$ cat config.mk
export PLATFORM = sky130hd
export DESIGN_NAME = squash_front_end
export DESIGN_NICKNAME = d
export VERILOG_FILES = /design/src/rtl/squash_front_end.sv
export SDC_FILE = /design/constraint.sdc
export NUM_CORES = 1
export LEC_CHECK = 0
export ABC_CLOCK_PERIOD_IN_PS = 2400
export CORE_AREA = 3 3 309 311
export DETAILED_ROUTE_END_ITERATION = 6
export DIE_AREA = 0 0 312 314
export HOLD_SLACK_MARGIN = 0.06
export PLACE_DENSITY_LB_ADDON = 0.2
export SYNTH_ARGS = -nofsm -noshare
export SYNTH_HDL_FRONTEND = slang
export SYNTH_SLANG_ARGS = --single-unit
$ cat constraint.sdc
create_clock -name clk_i -period 2.4 [get_ports clk_i]
set_input_delay 0.24 -clock clk_i [delete_from_list [all_inputs] [get_ports clk_i]]
set_output_delay 0.24 -clock clk_i [all_outputs]
set_load 0.05 [all_outputs]
$ cat src/rtl/squash_front_end.sv
// Feeder for the worm_squasher: arbitrates two CPU clients and packs one header plus
// up to 70 payload bytes into ten 56-bit windows. Runs one scan per packet and returns
// the verdict to the client that asked for it.
module squash_front_end #(
  parameter int MAX_BYTES      = 70,
  parameter int TIMEOUT_CYCLES = 64
) (
  input  logic        clk_i,
  input  logic        rst_i,
  input  logic        cpureq0_i,
  input  logic        cpureq1_i,
  output logic        gnt0_o,
  output logic        gnt1_o,
  input  logic        hdr_vld_i,
  input  logic [31:0] in_ip_i,
  input  logic [31:0] out_ip_i,
  input  logic [7:0]  proto_i,
  input  logic [15:0] in_port_i,
  input  logic [15:0] out_port_i,
  input  logic        byte_vld_i,
  input  logic [7:0]  byte_i,
  input  logic        byte_last_i,
  output logic        ws_req0_o,
  output logic        ws_req1_o,
  output logic [55:0] ws_payload0_o,
  output logic [55:0] ws_payload1_o,
  output logic [55:0] ws_payload2_o,
  output logic [55:0] ws_payload3_o,
  output logic [55:0] ws_payload4_o,
  output logic [55:0] ws_payload5_o,
  output logic [55:0] ws_payload6_o,
  output logic [55:0] ws_payload7_o,
  output logic [55:0] ws_payload8_o,
  output logic [55:0] ws_payload9_o,
  output logic [31:0] ws_in_ip_o,
  output logic [31:0] ws_out_ip_o,
  output logic [7:0]  ws_proto_o,
  output logic [15:0] ws_in_port_o,
  output logic [15:0] ws_out_port_o,
  input  logic        ws_busy_i,
  input  logic        ws_valid_i,
  input  logic        ws_match_i,
  input  logic [1:0]  ws_clientid_i,
  output logic        resp_vld_o,
  output logic        resp_client_o,
  output logic        resp_match_o,
  output logic        resp_trunc_o,
  output logic        resp_timeout_o
);

  localparam int NUM_WIN   = 10;
  localparam int WIN_BYTES = 7;
  localparam int WAIT_W    = $clog2(TIMEOUT_CYCLES + 1);
  localparam logic [6:0]        BYTE_CAP  = 7'(MAX_BYTES);
  localparam logic [WAIT_W-1:0] WAIT_LAST = WAIT_W'(TIMEOUT_CYCLES - 1);

  typedef enum logic [2:0] {
    ST_IDLE  = 3'd0,
    ST_HDR   = 3'd1,
    ST_LOAD  = 3'd2,
    ST_ISSUE = 3'd3,
    ST_WAIT  = 3'd4,
    ST_RESP  = 3'd5
  } state_e;

  state_e state_r, state_s;

  logic        rr_ptr_r;
  logic        client_r;
  logic        gnt0_r, gnt1_r;
  logic        ws_req0_r, ws_req1_r;
  logic [31:0] in_ip_r, out_ip_r;
  logic [7:0]  proto_r;
  logic [15:0] in_port_r, out_port_r;
  logic [55:0] payload_r [NUM_WIN];
  logic [6:0]  byte_cnt_r;
  logic [3:0]  win_r;
  logic [2:0]  pos_r;
  logic        trunc_r;
  logic        match_acc_r;
  logic        valid_d_r;
  logic [WAIT_W-1:0] wait_cnt_r;
  logic        resp_vld_r, resp_client_r, resp_match_r, resp_trunc_r, resp_timeout_r;

  logic        grant_s, grant_client_s, flip_ptr_s;
  logic        hdr_take_s, byte_take_s, load_end_s;
  logic        issue_s, done_s, timeout_s, match_hit_s, match_now_s;
  logic [1:0]  client_id_s;

  assign client_id_s = client_r ? 2'b10 : 2'b01;
  assign match_now_s = match_acc_r | (match_hit_s & ws_match_i);

  // Next-state decode and per-cycle control strobes
  always_comb begin
    state_s        = state_r;
    grant_s        = 1'b0;
    grant_client_s = 1'b0;
    flip_ptr_s     = 1'b0;
    hdr_take_s     = 1'b0;
    byte_take_s    = 1'b0;
    load_end_s     = 1'b0;
    issue_s        = 1'b0;
    done_s         = 1'b0;
    timeout_s      = 1'b0;
    match_hit_s    = 1'b0;
    case (state_r)
      ST_IDLE: begin
        if (cpureq0_i && cpureq1_i) begin
          grant_s        = 1'b1;
          grant_client_s = rr_ptr_r;
          flip_ptr_s     = 1'b1;
          state_s        = ST_HDR;
        end else if (cpureq0_i) begin
          grant_s        = 1'b1;
          grant_client_s = 1'b0;
          state_s        = ST_HDR;
        end else if (cpureq1_i) begin
          grant_s        = 1'b1;
          grant_client_s = 1'b1;
          state_s        = ST_HDR;
        end else begin
          state_s = ST_IDLE;
        end
      end
      ST_HDR: begin
        if (hdr_vld_i) begin
          hdr_take_s = 1'b1;
          state_s    = ST_LOAD;
        end else begin
          state_s = ST_HDR;
        end
      end
      ST_LOAD: begin
        byte_take_s = byte_vld_i;
        if (byte_vld_i && byte_last_i) begin
          load_end_s = 1'b1;
          state_s    = ST_ISSUE;
        end else begin
          state_s = ST_LOAD;
        end
      end
      ST_ISSUE: begin
        if (!ws_busy_i) begin
          issue_s = 1'b1;
          state_s = ST_WAIT;
        end else begin
          state_s = ST_ISSUE;
        end
      end
      ST_WAIT: begin
        // the squasher reports match one cycle after valid, so the delayed valid also qualifies
        match_hit_s = (ws_valid_i && (ws_clientid_i == client_id_s)) || valid_d_r;
        if (valid_d_r && !ws_valid_i) begin
          done_s  = 1'b1;
          state_s = ST_RESP;
        end else if (wait_cnt_r == WAIT_LAST) begin
          timeout_s = 1'b1;
          state_s   = ST_RESP;
        end else begin
          state_s = ST_WAIT;
        end
      end
      ST_RESP: begin
        state_s = ST_IDLE;
      end
      default: begin
        state_s = ST_IDLE;
      end
    endcase
  end

  // State register, round-robin pointer and registered grants
  always_ff @(posedge clk_i or negedge rst_i) begin
    if (!rst_i) begin
      state_r  <= ST_IDLE;
      rr_ptr_r <= 1'b0;
      client_r <= 1'b0;
      gnt0_r   <= 1'b0;
      gnt1_r   <= 1'b0;
    end else begin
      state_r <= state_s;
      if (flip_ptr_s) begin
        rr_ptr_r <= ~rr_ptr_r;
      end
      if (grant_s) begin
        client_r <= grant_client_s;
        gnt0_r   <= ~grant_client_s;
        gnt1_r   <= grant_client_s;
      end else if (load_end_s) begin
        gnt0_r <= 1'b0;
        gnt1_r <= 1'b0;
      end
    end
  end

  // Header capture; held through the scan
  always_ff @(posedge clk_i or negedge rst_i) begin
    if (!rst_i) begin
      in_ip_r    <= 32'd0;
      out_ip_r   <= 32'd0;
      proto_r    <= 8'd0;
      in_port_r  <= 16'd0;
      out_port_r <= 16'd0;
    end else if (hdr_take_s) begin
      in_ip_r    <= in_ip_i;
      out_ip_r   <= out_ip_i;
      proto_r    <= proto_i;
      in_port_r  <= in_port_i;
      out_port_r <= out_port_i;
    end
  end

  // Payload packing: byte k lands in window k/7, MSB-first within the window
  always_ff @(posedge clk_i or negedge rst_i) begin
    if (!rst_i) begin
      for (int w = 0; w < NUM_WIN; w++) begin
        payload_r[w] <= 56'd0;
      end
      byte_cnt_r <= 7'd0;
      win_r      <= 4'd0;
      pos_r      <= 3'd0;
      trunc_r    <= 1'b0;
    end else if (grant_s) begin
      for (int w = 0; w < NUM_WIN; w++) begin
        payload_r[w] <= 56'd0;
      end
      byte_cnt_r <= 7'd0;
      win_r      <= 4'd0;
      pos_r      <= 3'd0;
      trunc_r    <= 1'b0;
    end else if (byte_take_s) begin
      if (byte_cnt_r < BYTE_CAP) begin
        for (int b = 0; b < WIN_BYTES; b++) begin
          if (pos_r == 3'(b)) begin
            payload_r[win_r][55-8*b -: 8] <= byte_i;
          end
        end
        byte_cnt_r <= byte_cnt_r + 7'd1;
        if (pos_r == 3'd6) begin
          pos_r <= 3'd0;
          win_r <= win_r + 4'd1;
        end else begin
          pos_r <= pos_r + 3'd1;
        end
      end else begin
        trunc_r <= 1'b1;
      end
    end
  end

  // Squasher handshake, verdict accumulation, timeout and response pulse
  always_ff @(posedge clk_i or negedge rst_i) begin
    if (!rst_i) begin
      valid_d_r      <= 1'b0;
      ws_req0_r      <= 1'b0;
      ws_req1_r      <= 1'b0;
      match_acc_r    <= 1'b0;
      wait_cnt_r     <= '0;
      resp_vld_r     <= 1'b0;
      resp_client_r  <= 1'b0;
      resp_match_r   <= 1'b0;
      resp_trunc_r   <= 1'b0;
      resp_timeout_r <= 1'b0;
    end else begin
      valid_d_r <= ws_valid_i;
      ws_req0_r <= issue_s & ~client_r;
      ws_req1_r <= issue_s & client_r;
      if (grant_s) begin
        match_acc_r <= 1'b0;
      end else if (match_hit_s && ws_match_i) begin
        match_acc_r <= 1'b1;
      end
      if (state_r == ST_WAIT) begin
        wait_cnt_r <= wait_cnt_r + WAIT_W'(1);
      end else begin
        wait_cnt_r <= '0;
      end
      if (done_s || timeout_s) begin
        resp_vld_r     <= 1'b1;
        resp_client_r  <= client_r;
        resp_match_r   <= done_s & match_now_s;
        resp_trunc_r   <= trunc_r;
        resp_timeout_r <= timeout_s;
      end else begin
        resp_vld_r     <= 1'b0;
        resp_client_r  <= 1'b0;
        resp_match_r   <= 1'b0;
        resp_trunc_r   <= 1'b0;
        resp_timeout_r <= 1'b0;
      end
    end
  end

  assign gnt0_o         = gnt0_r;
  assign gnt1_o         = gnt1_r;
  assign ws_req0_o      = ws_req0_r;
  assign ws_req1_o      = ws_req1_r;
  assign ws_payload0_o  = payload_r[0];
  assign ws_payload1_o  = payload_r[1];
  assign ws_payload2_o  = payload_r[2];
  assign ws_payload3_o  = payload_r[3];
  assign ws_payload4_o  = payload_r[4];
  assign ws_payload5_o  = payload_r[5];
  assign ws_payload6_o  = payload_r[6];
  assign ws_payload7_o  = payload_r[7];
  assign ws_payload8_o  = payload_r[8];
  assign ws_payload9_o  = payload_r[9];
  assign ws_in_ip_o     = in_ip_r;
  assign ws_out_ip_o    = out_ip_r;
  assign ws_proto_o     = proto_r;
  assign ws_in_port_o   = in_port_r;
  assign ws_out_port_o  = out_port_r;
  assign resp_vld_o     = resp_vld_r;
  assign resp_client_o  = resp_client_r;
  assign resp_match_o   = resp_match_r;
  assign resp_trunc_o   = resp_trunc_r;
  assign resp_timeout_o = resp_timeout_r;

endmodule
==> results of run 1 <==
[worst max path at each step]
stage	slack, ns	end
2_1_floorplan	0.03	ws_payload1_o[23]
3_3_place_gp	-0.13	ws_payload1_o[38]
3_5_place_dp	-0.11	ws_payload1_o[38]
4_1_cts	0.01	ws_payload6_o[19]
5_1_grt	-0.001	ws_payload2_o[17]
6_report	0.07	ws_payload2_o[19]
[area by class of cell]
class,instances,area (um^2)
Multi-Input combinational cell,1373,9822
Inverter,9,33.78
Clock buffer,108,2248
Antenna cell,1,2.502
Timing Repair Buffer,1069,10550
Tap cell,1254,1569
Clock inverter,37,436.7
Fill cell,8548,50820
Sequential cell,702,17570
[power by group through the flow]
stage          sequential, mW  combinational [mW]  clock [mW]
4_1_cts                  13.6                13.1        12.8
5_1_grt                  13.7                13.8        13.3
6_report                 13.6                13.1        12.5
3_3_place_gp             13.7                12.9           0
2_1_floorplan            17.3                3.71           0
3_5_place_dp             13.8                13.1           0
[per-layer routing]
layer,routed length (um),global-route usage,up-vias
met1,47070,0.2903,12330
li1,-,-,10300
met5,13,0,-
met4,4424,0.08389,2
met2,60920,0.4171,1040
met3,9071,0.06083,205
[cell families after synthesis]
logic type,after synthesis
AO/OA/AOI/OAI,594
XOR/XNOR,9
adder cells (fa/ha/maj),7
buffers and inverters,203
flip-flops,702
multiplexers,194
AND/OR/NAND/NOR,569
[flip-flops by register name, summed over array words and instances (netlist names), 3 cells and up]
| register | cells |
|---|---|
| ws_payload0_o | 56 |
| ws_payload1_o | 56 |
| ws_payload2_o | 56 |
| ws_payload3_o | 56 |
| ws_payload4_o | 56 |
| ws_payload5_o | 56 |
| ws_payload6_o | 56 |
| ws_payload7_o | 56 |
| ws_payload8_o | 56 |
| ws_payload9_o | 56 |
| ws_in_ip_o | 32 |
| ws_out_ip_o | 32 |
| ws_in_port_o | 16 |
| ws_out_port_o | 16 |
| ws_proto_o | 8 |
| byte_cnt_r | 7 |
| wait_cnt_r | 7 |
| win_r | 4 |
| pos_r | 3 |
| state_r | 3 |
[placed cells by master (no fill, tap or decap), types with 7 or more instances in the layout]
master / n
and2_1: 14
clkbuf_8: 12
o2111ai_1: 15
dfrtp_1: 701
or3_1: 8
clkdlybuf4s50_1: 783
a31oi_1: 15
o21ai_0: 179
nor2_1: 118
buf_4: 235
nand2b_1: 8
and3_1: 12
a2111oi_4: 14
clkbuf_1: 15
a32o_1: 84
a31o_2: 8
nand4_1: 20
a41oi_1: 12
mux2_2: 104
a2bb2o_1: 12
nand3_1: 145
nand3b_1: 10
ha_1: 7
a22o_1: 127
inv_1: 9
buf_12: 42
o211ai_1: 7
a21oi_1: 38
mux2i_1: 90
and3b_1: 7
clkinv_2: 20
o2bb2ai_1: 58
clkbuf_16: 82
nand2_1: 191
[timing repair]
item	4_1_cts	5_1_grt
gates cloned	0	2
endpoints found under the hold margin	226	0
pin swaps	3	7
setup buffers	1	7
hold buffers	4	0
endpoints found under the setup margin	31	103
resized for setup	4	13
[worst min-delay path: stages]
cell,delay [ns]
buf_4,0.27
nand2_1,0.12
o21ai_0,0.07
==> flow_summary.json, run 1 <==
{
  "irDropWorstVdd_uv": 811.3,
  "startpoint_type": "register",
  "critical_path.n_buffers_inverters": 2,
  "ant_nets": 0,
  "synth-async-reset-ratio": 1.000,
  "grt_max_degree": 90,
  "fp-row-count": 112,
  "cap_violations": 0,
  "fin_skew_ns": 0.01869,
  "fin_nets": 3367,
  "p_leak_nw": 18.24,
  "synthTopCellsByArea": "dfrtp_1 (63%), mux2_2 (4.2%), a22o_1 (4.0%)",
  "setup_viol": 0,
  "remaining_drc_errors": 0,
  "cts_buffers": 81,
  "pre_cts_ws_ns": -0.1090,
  "core_area_um2": 93050,
  "holdWs_ns": 0.1269,
  "dpl.cell_count": 4393,
  "synthTopCellsByCount": "dfrtp_1 (702), nand2_1 (193), o21ai_0 (179)",
  "vias_per_cell": 5.245,
  "cp.depth": 6,
  "cts_root_buf": "clkbuf_16",
  "htree_levels": 3,
  "antenna_found_initial": 1,
  "fin_crit_ns": 2.332,
  "overflow": 0,
  "die_y_um": 314,
  "die_w_um": 312,
  "fin_crit_sh": 0.9718,
  "ys_warn_count": 0,
  "min_path_cells": 3,
  "r2r_setup_slack_ns": 0.07,
  "cts_sinks": 702,
  "outcome": "finished clean",
  "swShare": 0.3724,
  "yosysTopAreaCell": "dfrtp_1",
  "grt_pass1_wl_um": 175200,
  "hold_viol": 0,
  "p_switching_mw": 14.61,
  "muxShareOfSynthArea": 0.07434,
  "yosys.area_share.adder": 0.003142,
  "synth_xor_area_frac": 0.002828,
  "power_frac_seq": 0.347,
  "syn_to_final_growth_pct": 51.51,
  "tns_ns": 0,
  "required_ns": 2.93,
  "dominantRegCellSynth": "dfrtp_1",
  "critPathLaunch": "byte_cnt_r[2]",
  "p_total_mw": 39.23,
  "hold_path_end": "ws_payload8_o[53]",
  "critical-path-top-delay-family": "compound AO/OA/AOI/OAI gates",
  "reg2regPathDepth": 6,
  "crit_chain": "a2111o_2 > buf_12 > a2111oi_1 > buf_4 > nor2_1 > a22o_1",
  "fmax_mhz": 428.8,
  "fin_cells": 4553,
  "slew_violations": 0,
  "reg2reg_to": "ws_payload2_o[19]",
  "totalWireLength_um": 121500,
  "tritoncts": "done",
  "syn_avg_cell_area_um2": 12.24,
  "finish.utilization": 0.4539,
  "dieArea_um2": 97970,
  "p_int_mw": 24.62,
  "path_class": "register to register",
  "synth_top_family_by_area": "compound AO/OA/AOI/OAI gates",
  "clockPowerShare": 0.319,
  "crit_path_top_delay_cell": "a2111o_2",
  "vias": 23880,
  "hold_class": "input port to register",
  "fin_area_um2": 42230,
  "yosys.cell_count.top_type": "dfrtp_1",
  "layout-drive-gt1-share": 0.1759,
  "io_pins": 797,
  "drt_iter0_drc": 2236,
  "synth_edf_count": 0,
  "slew_headroom": 0.4561,
  "cts.clk_slew.worst_paths_ns": 0.06,
  "synth_top_area_frac": 0.6302,
  "wire_per_inst_um": 26.69,
  "grt_pass1_vias": 24440,
  "synth.distinct_cells": 53,
  "io_buffers": 796,
  "dpl.hpwl_um": 89750,
  "tightest_slew_ns": 0.8122,
  "clock_path_buffers": 3,
  "min_from": "byte_i[5]",
  "firstDrtPassIters": 5,
  "synth.cell_area_um2": 27870,
  "critPathMaxStageDelay_ns": 0.60,
  "p_per_area_nw_per_um2": 929.1,
  "endpoint_kind": "register",
  "timing.rr.start": "byte_cnt_r[2]",
  "setup_ws_ns": 0.06768,
  "synth_fp_nets": 2409,
  "netlist_instances": 2278,
  "cp.arrival_ns": 2.86,
  "ys_ff_latch": 702,
  "grt_usage": 0.2404,
  "path_max_fanout": 13,
  "synth_compound_area_frac": 0.1663,
  "synth-simple-area-share": 0.09503,
  "clk_latency_ns": 0.63,
  "initial_core_util": 0.2996,
  "gp_congestion": 0.8569,
  "post_dp_cell_area_um2": 39310,
  "ys_seq_area_frac": 0.6302,
  "power_frac_comb": 0.335
}
(Power assumes the default switching activity.)
==> run 2, diff against run 1 <==
--- a/config.mk
+++ b/config.mk
@@ -11,6 +11,7 @@
 export DIE_AREA = 0 0 312 314
 export HOLD_SLACK_MARGIN = 0.06
 export PLACE_DENSITY_LB_ADDON = 0.2
+export SLEW_MARGIN = 20
 export SYNTH_ARGS = -nofsm -noshare
 export SYNTH_HDL_FRONTEND = slang
 export SYNTH_SLANG_ARGS = --single-unit
==> results of run 2 <==
The final DEF is identical to that of run 1; final timing and power are the same.
